`config.mk`:
```
export PLATFORM = sky130hd
export DESIGN_NAME = xor_stream_cipher
export DESIGN_NICKNAME = d
export VERILOG_FILES = /design/src/rtl/crypto_pkg.sv /design/src/rtl/lfsr_galois.sv /design/src/rtl/xor_stream_cipher.sv
export SDC_FILE = /design/constraint.sdc
export NUM_CORES = 1
export LEC_CHECK = 0
export CORE_ASPECT_RATIO = 0.6
export CORE_MARGIN = 2
export CORE_UTILIZATION = 35
export CTS_CLUSTER_DIAMETER = 80
export DETAILED_ROUTE_END_ITERATION = 10
export PLACE_DENSITY = 0.66
export RECOVER_POWER = 25
export SKIP_LAST_GASP = 1
export SYNTH_ARGS = -nofsm -noshare
export SYNTH_HDL_FRONTEND = slang
export SYNTH_SLANG_ARGS = --single-unit
```
`constraint.sdc`:
```
create_clock -name clk -period 2.3 [get_ports clk]
set_input_delay 0.345 -clock clk [delete_from_list [all_inputs] [get_ports clk]]
set_output_delay 0.345 -clock clk [all_outputs]
set_load 0.01 [all_outputs]
```
`src/rtl/crypto_pkg.sv`:
```
// Shared constants for the cryptosystem datapath: keystream modes and the
// default Galois LFSR configuration.
package crypto_pkg;

  localparam logic MODE_STATIC = 1'b0;
  localparam logic MODE_LFSR   = 1'b1;

  localparam int          DEF_LFSR_W    = 16;
  localparam logic [15:0] DEF_LFSR_POLY = 16'hB400;

  // All-zero is a lock-up state for the LFSR, so a zero seed is replaced.
  localparam int SEED_ZERO_SUB = 1;

endpackage

```
`src/rtl/lfsr_galois.sv`:
```
// Galois LFSR with step enable and seed load; a zero seed is substituted so
// the register can never lock up.
module lfsr_galois
  import crypto_pkg::*;
#(
  parameter int                LFSR_W    = DEF_LFSR_W,
  parameter logic [LFSR_W-1:0] LFSR_POLY = LFSR_W'(DEF_LFSR_POLY)
) (
  input  logic              clk,
  input  logic              rst,
  input  logic              load,
  input  logic [LFSR_W-1:0] seed,
  input  logic              step,
  output logic [LFSR_W-1:0] state
);

  localparam logic [LFSR_W-1:0] SUB = LFSR_W'(SEED_ZERO_SUB);

  always_ff @(posedge clk) begin
    if (rst)
      state <= SUB;
    else if (load)
      state <= (seed == '0) ? SUB : seed;
    else if (step)
      state <= (state >> 1) ^ (state[0] ? LFSR_POLY : '0);
  end

endmodule

```
`src/rtl/xor_stream_cipher.sv`:
```
// Streaming XOR cipher: one registered output stage, static or LFSR keystream,
// valid/ready on both sides with full throughput.
module xor_stream_cipher
  import crypto_pkg::*;
#(
  parameter int                DATA_W    = 8,
  parameter int                LFSR_W    = DEF_LFSR_W,
  parameter logic [LFSR_W-1:0] LFSR_POLY = LFSR_W'(DEF_LFSR_POLY),
  parameter int                CNT_W     = 16
) (
  input  logic              clk,
  input  logic              rst,
  input  logic              mode,
  input  logic              key_load,
  input  logic [DATA_W-1:0] key_in,
  input  logic [LFSR_W-1:0] seed_in,
  input  logic              in_valid,
  output logic              in_ready,
  input  logic [DATA_W-1:0] in_data,
  output logic              out_valid,
  input  logic              out_ready,
  output logic [DATA_W-1:0] out_data,
  output logic [CNT_W-1:0]  word_count
);

  if (DATA_W < 1 || DATA_W > LFSR_W) begin : g_bad_width
    $error("xor_stream_cipher: DATA_W must be in 1..LFSR_W");
  end

  logic [DATA_W-1:0] key_r;
  logic [LFSR_W-1:0] lfsr_r;
  logic [DATA_W-1:0] out_data_r;
  logic              out_valid_r;
  logic [CNT_W-1:0]  word_count_r;
  logic [DATA_W-1:0] ks;
  logic              acc;

  // in_ready is not gated by key_load; the source holds the word across it.
  assign in_ready = ~out_valid_r | out_ready;
  assign acc      = in_valid & in_ready & ~key_load;
  assign ks       = (mode == MODE_LFSR) ? (key_r ^ lfsr_r[DATA_W-1:0]) : key_r;

  lfsr_galois #(
    .LFSR_W   (LFSR_W),
    .LFSR_POLY(LFSR_POLY)
  ) u_lfsr (
    .clk  (clk),
    .rst  (rst),
    .load (key_load),
    .seed (seed_in),
    .step (acc & (mode == MODE_LFSR)),
    .state(lfsr_r)
  );

  always_ff @(posedge clk) begin
    if (rst) begin
      key_r        <= '0;
      out_data_r   <= '0;
      out_valid_r  <= 1'b0;
      word_count_r <= '0;
    end else begin
      if (key_load) begin
        key_r        <= key_in;
        word_count_r <= '0;
      end else if (acc) begin
        word_count_r <= word_count_r + CNT_W'(1);
      end
      // A pending output is left alone by key_load and completes under its old key.
      if (acc) begin
        out_data_r  <= in_data ^ ks;
        out_valid_r <= 1'b1;
      end else if (out_valid_r & out_ready) begin
        out_valid_r <= 1'b0;
      end
    end
  end

  assign out_data   = out_data_r;
  assign out_valid  = out_valid_r;
  assign word_count = word_count_r;

endmodule

```
==> impl_results.html <==
<table>
<tr><th>Metric</th><th>Value</th></tr>
<tr><th colspan="2">Run status</th></tr>
<tr><td>Outcome</td><td>complete, no violations</td></tr>
<tr><th colspan="2">Clock network</th></tr>
<tr><td>Clk_lat worst skew</td><td>0.30 ns</td></tr>
<tr><td>H-tree Lvls</td><td>2</td></tr>
<tr><td>Hold buffers post-CTS</td><td>0</td></tr>
<tr><td>Postcts setup bufs</td><td>0</td></tr>
<tr><td>Number of clock sinks</td><td>49</td></tr>
<tr><td>Clock tree from TritonCTS</td><td>built</td></tr>
<tr><td>Reg clk slew, reported paths</td><td>0.09 ns</td></tr>
<tr><td>Number of buffers on the longest clock path</td><td>2</td></tr>
<tr><td>TritonCTS Buffers</td><td>5</td></tr>
<tr><td>CTS-repair resized insts</td><td>0</td></tr>
<tr><td>Clock Tree Root</td><td>clkbuf_8</td></tr>
<tr><th colspan="2">Worst setup path</th></tr>
<tr><td>Worst flop-to-flop path endpoint</td><td>word_count[14]</td></tr>
<tr><td>Worst reg2reg path depth</td><td>5</td></tr>
<tr><td>Data required time at the worst endpoint</td><td>2.46 ns</td></tr>
<tr><td>CP endpoint kind</td><td>flip-flop</td></tr>
<tr><td>Worst setup path category</td><td>primary input to flip-flop</td></tr>
<tr><td>Maximum fanout count along the critical path</td><td>29</td></tr>
<tr><td>Element type at the critical path start</td><td>primary input</td></tr>
<tr><td>Worst-case register-to-register setup slack</td><td>0.35 ns</td></tr>
<tr><td>Buf+Inv Stages, Crit Path</td><td>2</td></tr>
<tr><td>Largest incremental delay on the critical path</td><td>0.82 ns</td></tr>
<tr><td>Data arrival, critical path</td><td>2.20 ns</td></tr>
<tr><td>Top delay family on crit path</td><td>simple AND/OR/NAND/NOR gates</td></tr>
<tr><td>Origin of the critical flop-to-flop path</td><td>word_count[0]</td></tr>
<tr><td>Chain of cells forming the critical path</td><td>dlygate4sd3_1 -&gt; buf_4 -&gt; or2_0 -&gt; nor2_1</td></tr>
<tr><td>Crit-path slowest cell</td><td>or2_0</td></tr>
<tr><td>Cell depth of the worst setup path</td><td>4</td></tr>
<tr><th colspan="2">GRT</th></tr>
<tr><td>Remaining Overflow, GRT</td><td>0</td></tr>
<tr><td>Met3 capacity usage during global routing</td><td>4.21%</td></tr>
<tr><td>Number of global-route vias before repair</td><td>1,926</td></tr>
<tr><td>Wire length of the first global-routing pass</td><td>9320 µm</td></tr>
<tr><td>Grt peak-use layer</td><td>met1</td></tr>
<tr><td>Met1 usage in global routing</td><td>24.8%</td></tr>
<tr><td>Met2 global-route usage</td><td>23.7%</td></tr>
<tr><td>Global-route usage over all layers</td><td>16.9%</td></tr>
<tr><td>Largest net degree at the start of global routing</td><td>30</td></tr>
<tr><td>Antenna violations before repair</td><td>0</td></tr>
<tr><th colspan="2">Die</th></tr>
<tr><td>Starting utilization of the core area</td><td>36.8%</td></tr>
<tr><td>Area of the core</td><td>6190 µm²</td></tr>
<tr><td>Placement row count</td><td>22</td></tr>
<tr><td>Die Y</td><td>66.5 µm</td></tr>
<tr><td>Die width</td><td>108 µm</td></tr>
<tr><td>Top-level port count</td><td>64</td></tr>
<tr><td>Die area</td><td>7190 µm²</td></tr>
<tr><th colspan="2">Pwr</th></tr>
<tr><td>PD cells</td><td>550 nW/µm²</td></tr>
<tr><td>Worst ir drop on vdd</td><td>0.000227 V</td></tr>
<tr><td>Leakage</td><td>1.15 nW</td></tr>
<tr><th colspan="2">Worst hold path</th></tr>
<tr><td>Min-Delay Path Depth</td><td>2</td></tr>
<tr><td>Startpoint of the worst hold path</td><td>out_data[3]</td></tr>
<tr><td>Worst hold-check path type</td><td>flip-flop to flip-flop</td></tr>
<tr><td>Worst Hold Endpoint</td><td>out_data[3]</td></tr>
<tr><th colspan="2">Logic synthesis</th></tr>
<tr><td>Post-synthesis instance total</td><td>270</td></tr>
<tr><td>Average size of a mapped cell</td><td>8.43 µm²</td></tr>
<tr><td>Post-synth net total</td><td>309</td></tr>
<tr><td>Count of yosys warnings during synthesis</td><td>0</td></tr>
<tr><td>FF+latch count, synth</td><td>49</td></tr>
<tr><td>Fraction of the yosys area taken by sequential cells</td><td>43.1%</td></tr>
<tr><td>Synth cell types</td><td>34</td></tr>
<tr><td>Cell area after synthesis</td><td>2280 µm²</td></tr>
<tr><th colspan="2">Drt</th></tr>
<tr><td>Final Routed Wirelength</td><td>5810 µm</td></tr>
<tr><td>Via count</td><td>2,075</td></tr>
<tr><td>DRC errors left</td><td>0</td></tr>
<tr><td>Number of antenna-violating nets in the routed design</td><td>0</td></tr>
<tr><td>Ratio of routed vias to standard cells</td><td>4.98</td></tr>
<tr><td>DR iter-0 viols</td><td>96</td></tr>
<tr><td>Post-detailed-route wirelength per cell</td><td>13.9 µm</td></tr>
<tr><td>Total iterations of the first detailed-routing run</td><td>4</td></tr>
<tr><th colspan="2">STA</th></tr>
<tr><td>Final Max Tran Viols</td><td>0</td></tr>
<tr><td>Fin crit share</td><td>88.5%</td></tr>
<tr><td>Post-route worst hold slack</td><td>0.459 ns</td></tr>
<tr><td>Slew at the pin closest to its max-slew limit</td><td>0.994 ns</td></tr>
<tr><td>Total of endpoints with negative setup slack in the final report</td><td>0</td></tr>
<tr><td>Peak clock frequency supported by timing</td><td>491 MHz</td></tr>
<tr><td>Unrepaired setup endpoints after global routing</td><td>false</td></tr>
<tr><td>Final critical-path required period</td><td>2.04 ns</td></tr>
<tr><td>Slew Limit Headroom</td><td>33.7%</td></tr>
<tr><td>Setup_tns</td><td>0 ns</td></tr>
<tr><td>Final-report hold violation count</td><td>0</td></tr>
<tr><td>Worst clock skew on the final layout</td><td>0.00566 ns</td></tr>
<tr><th colspan="2">Flow run</th></tr>
<tr><td>Count of max-cap constraint violations</td><td>0</td></tr>
<tr><th colspan="2">Placed design</th></tr>
<tr><td>Placer congestion estimate</td><td>0.775</td></tr>
<tr><td>Number of buffers added on ports</td><td>63</td></tr>
<tr><td>Post-DP HPWL</td><td>4280 µm</td></tr>
<tr><th colspan="2">Final layout</th></tr>
<tr><td>Area added between synthesis and finish</td><td>35.5%</td></tr>
<tr><td>Fraction of layout instances using a drive strength above 1</td><td>9.01%</td></tr>
<tr><td>Final core area utilization</td><td>49.8%</td></tr>
<tr><td>Antenna diodes</td><td>0</td></tr>
<tr><td>Nets</td><td>371</td></tr>
</table>
Yosys cell counts:
cell type  count  area share, %
dfxtp_1       49             43
nand2_1       41            6.8
a21oi_1       32            7.0
nor2_1        18            3.0
xnor2_1       18            6.9
inv_1         13            2.1
clkbuf_1      12            2.0
o221a_2       11            5.4
xor2_1         9            3.5
mux2i_1        8            3.5
nand3_1        8            1.8
nor4_1         6            1.6
o21ai_0        6            1.3
nand4_1        5            1.4
o31ai_1        4            1.3
or3_1          4            1.1
or4_1          4            1.3
buf_1          2           0.33
buf_2          2           0.44
buf_6          2           0.99
nor2b_1        2           0.55
nor3_1         2           0.44
a311oi_1       1           0.38
a31oi_1        1           0.27
a41oi_1        1           0.38
and4_1         1           0.38
ha_1           1           0.55
inv_2          1           0.16
nand2b_1       1           0.27
nor4b_1        1           0.38
o211ai_1       1           0.33
o21ai_1        1           0.22
or2_2          1           0.27
or3_4          1           0.49
worst reg2reg max path, stage by stage, from the launching register on:
cell and delay, ns:
dfxtp_1 0.42, ha_1 0.23, nand3_1 0.15, or3_4 0.40
or4_1 0.52, a21oi_1 0.15
worst max-delay path by stage:
stage             startpoint                to  slack (ns)
4_1_cts            out_ready          in_ready        0.30
6_report            key_load     word_count[6]        0.26
5_1_grt             key_load   u_lfsr.state[3]        0.15
3_3_place_gp        key_load   u_lfsr.state[6]        0.17
3_5_place_dp        key_load  u_lfsr.state[15]        0.14
2_1_floorplan  word_count[0]    word_count[14]        0.50
state kept, by name, summed over array words and instances (netlist names):
register and count:
u_lfsr.state 16, word_count 16, key_r 8, out_data 8, out_valid 1
cell families (layout without fill, tap and decap cells):
kind of cell	count (synthesis)	count (layout)	share of synthesized area, %
xor+xnor	27	27	10.4
mux	8	8	3.52
simple gates	95	95	19.7
buf+inv	32	95	6.04
compound gates	58	58	16.7
flops	49	49	43.1
fa+ha+maj	1	1	0.549
report_power, final:
part	switching, W	total, W	leakage [nW]	internal, W
Combinational	0.000127	0.000280	0.703	0.000153
Clock	0.000283	0.000495	0.0450	0.000211
Sequential	0.0000310	0.000921	0.402	0.000890
through the flow:
step           area, µm²  power (W)  setup WS, ns  cells
2_1_floorplan       2280    0.00109         0.503    270
3_5_place_dp        3000    0.00122         0.140    409
4_1_cts             3090    0.00172         0.295    417
6_report            3090    0.00170         0.264    417
3_3_place_gp        3000    0.00122         0.166    409
5_1_grt             3090    0.00177         0.149    417
metal layers:
layer	wire [µm]	up-vias
li1	-	1061
met1	3080	948
met2	2260	58
met3	402	8
met4	72	0
met5	0	-
cell usage in the layout (no fill, tap or decap), types with 4 or more instances in the layout:
| master | count |
|---|---|
| nor2_1 | 18 |
| dlygate4sd3_1 | 8 |
| nor4_1 | 6 |
| nand3_1 | 8 |
| xor2_1 | 9 |
| xnor2_1 | 18 |
| o221a_2 | 11 |
| or4_1 | 4 |
| o21ai_0 | 6 |
| mux2i_1 | 8 |
| inv_1 | 13 |
| nand4_1 | 5 |
| dfxtp_1 | 49 |
| clkdlybuf4s50_1 | 55 |
| or3_1 | 4 |
| clkbuf_8 | 5 |
| a21oi_1 | 32 |
| nand2_1 | 41 |
| o31ai_1 | 4 |
| buf_4 | 10 |
area by class of cell:
type                    count  area, µm²
fillers                   596       3110
clock inverters             2       10.0
repair buffers             73        706
clock buffers               6       72.6
flip-flops and latches     49        981
multi-input cells         189       1160
inverters                  14       52.6
well taps                  84        105
(Power assumes the default switching activity.)
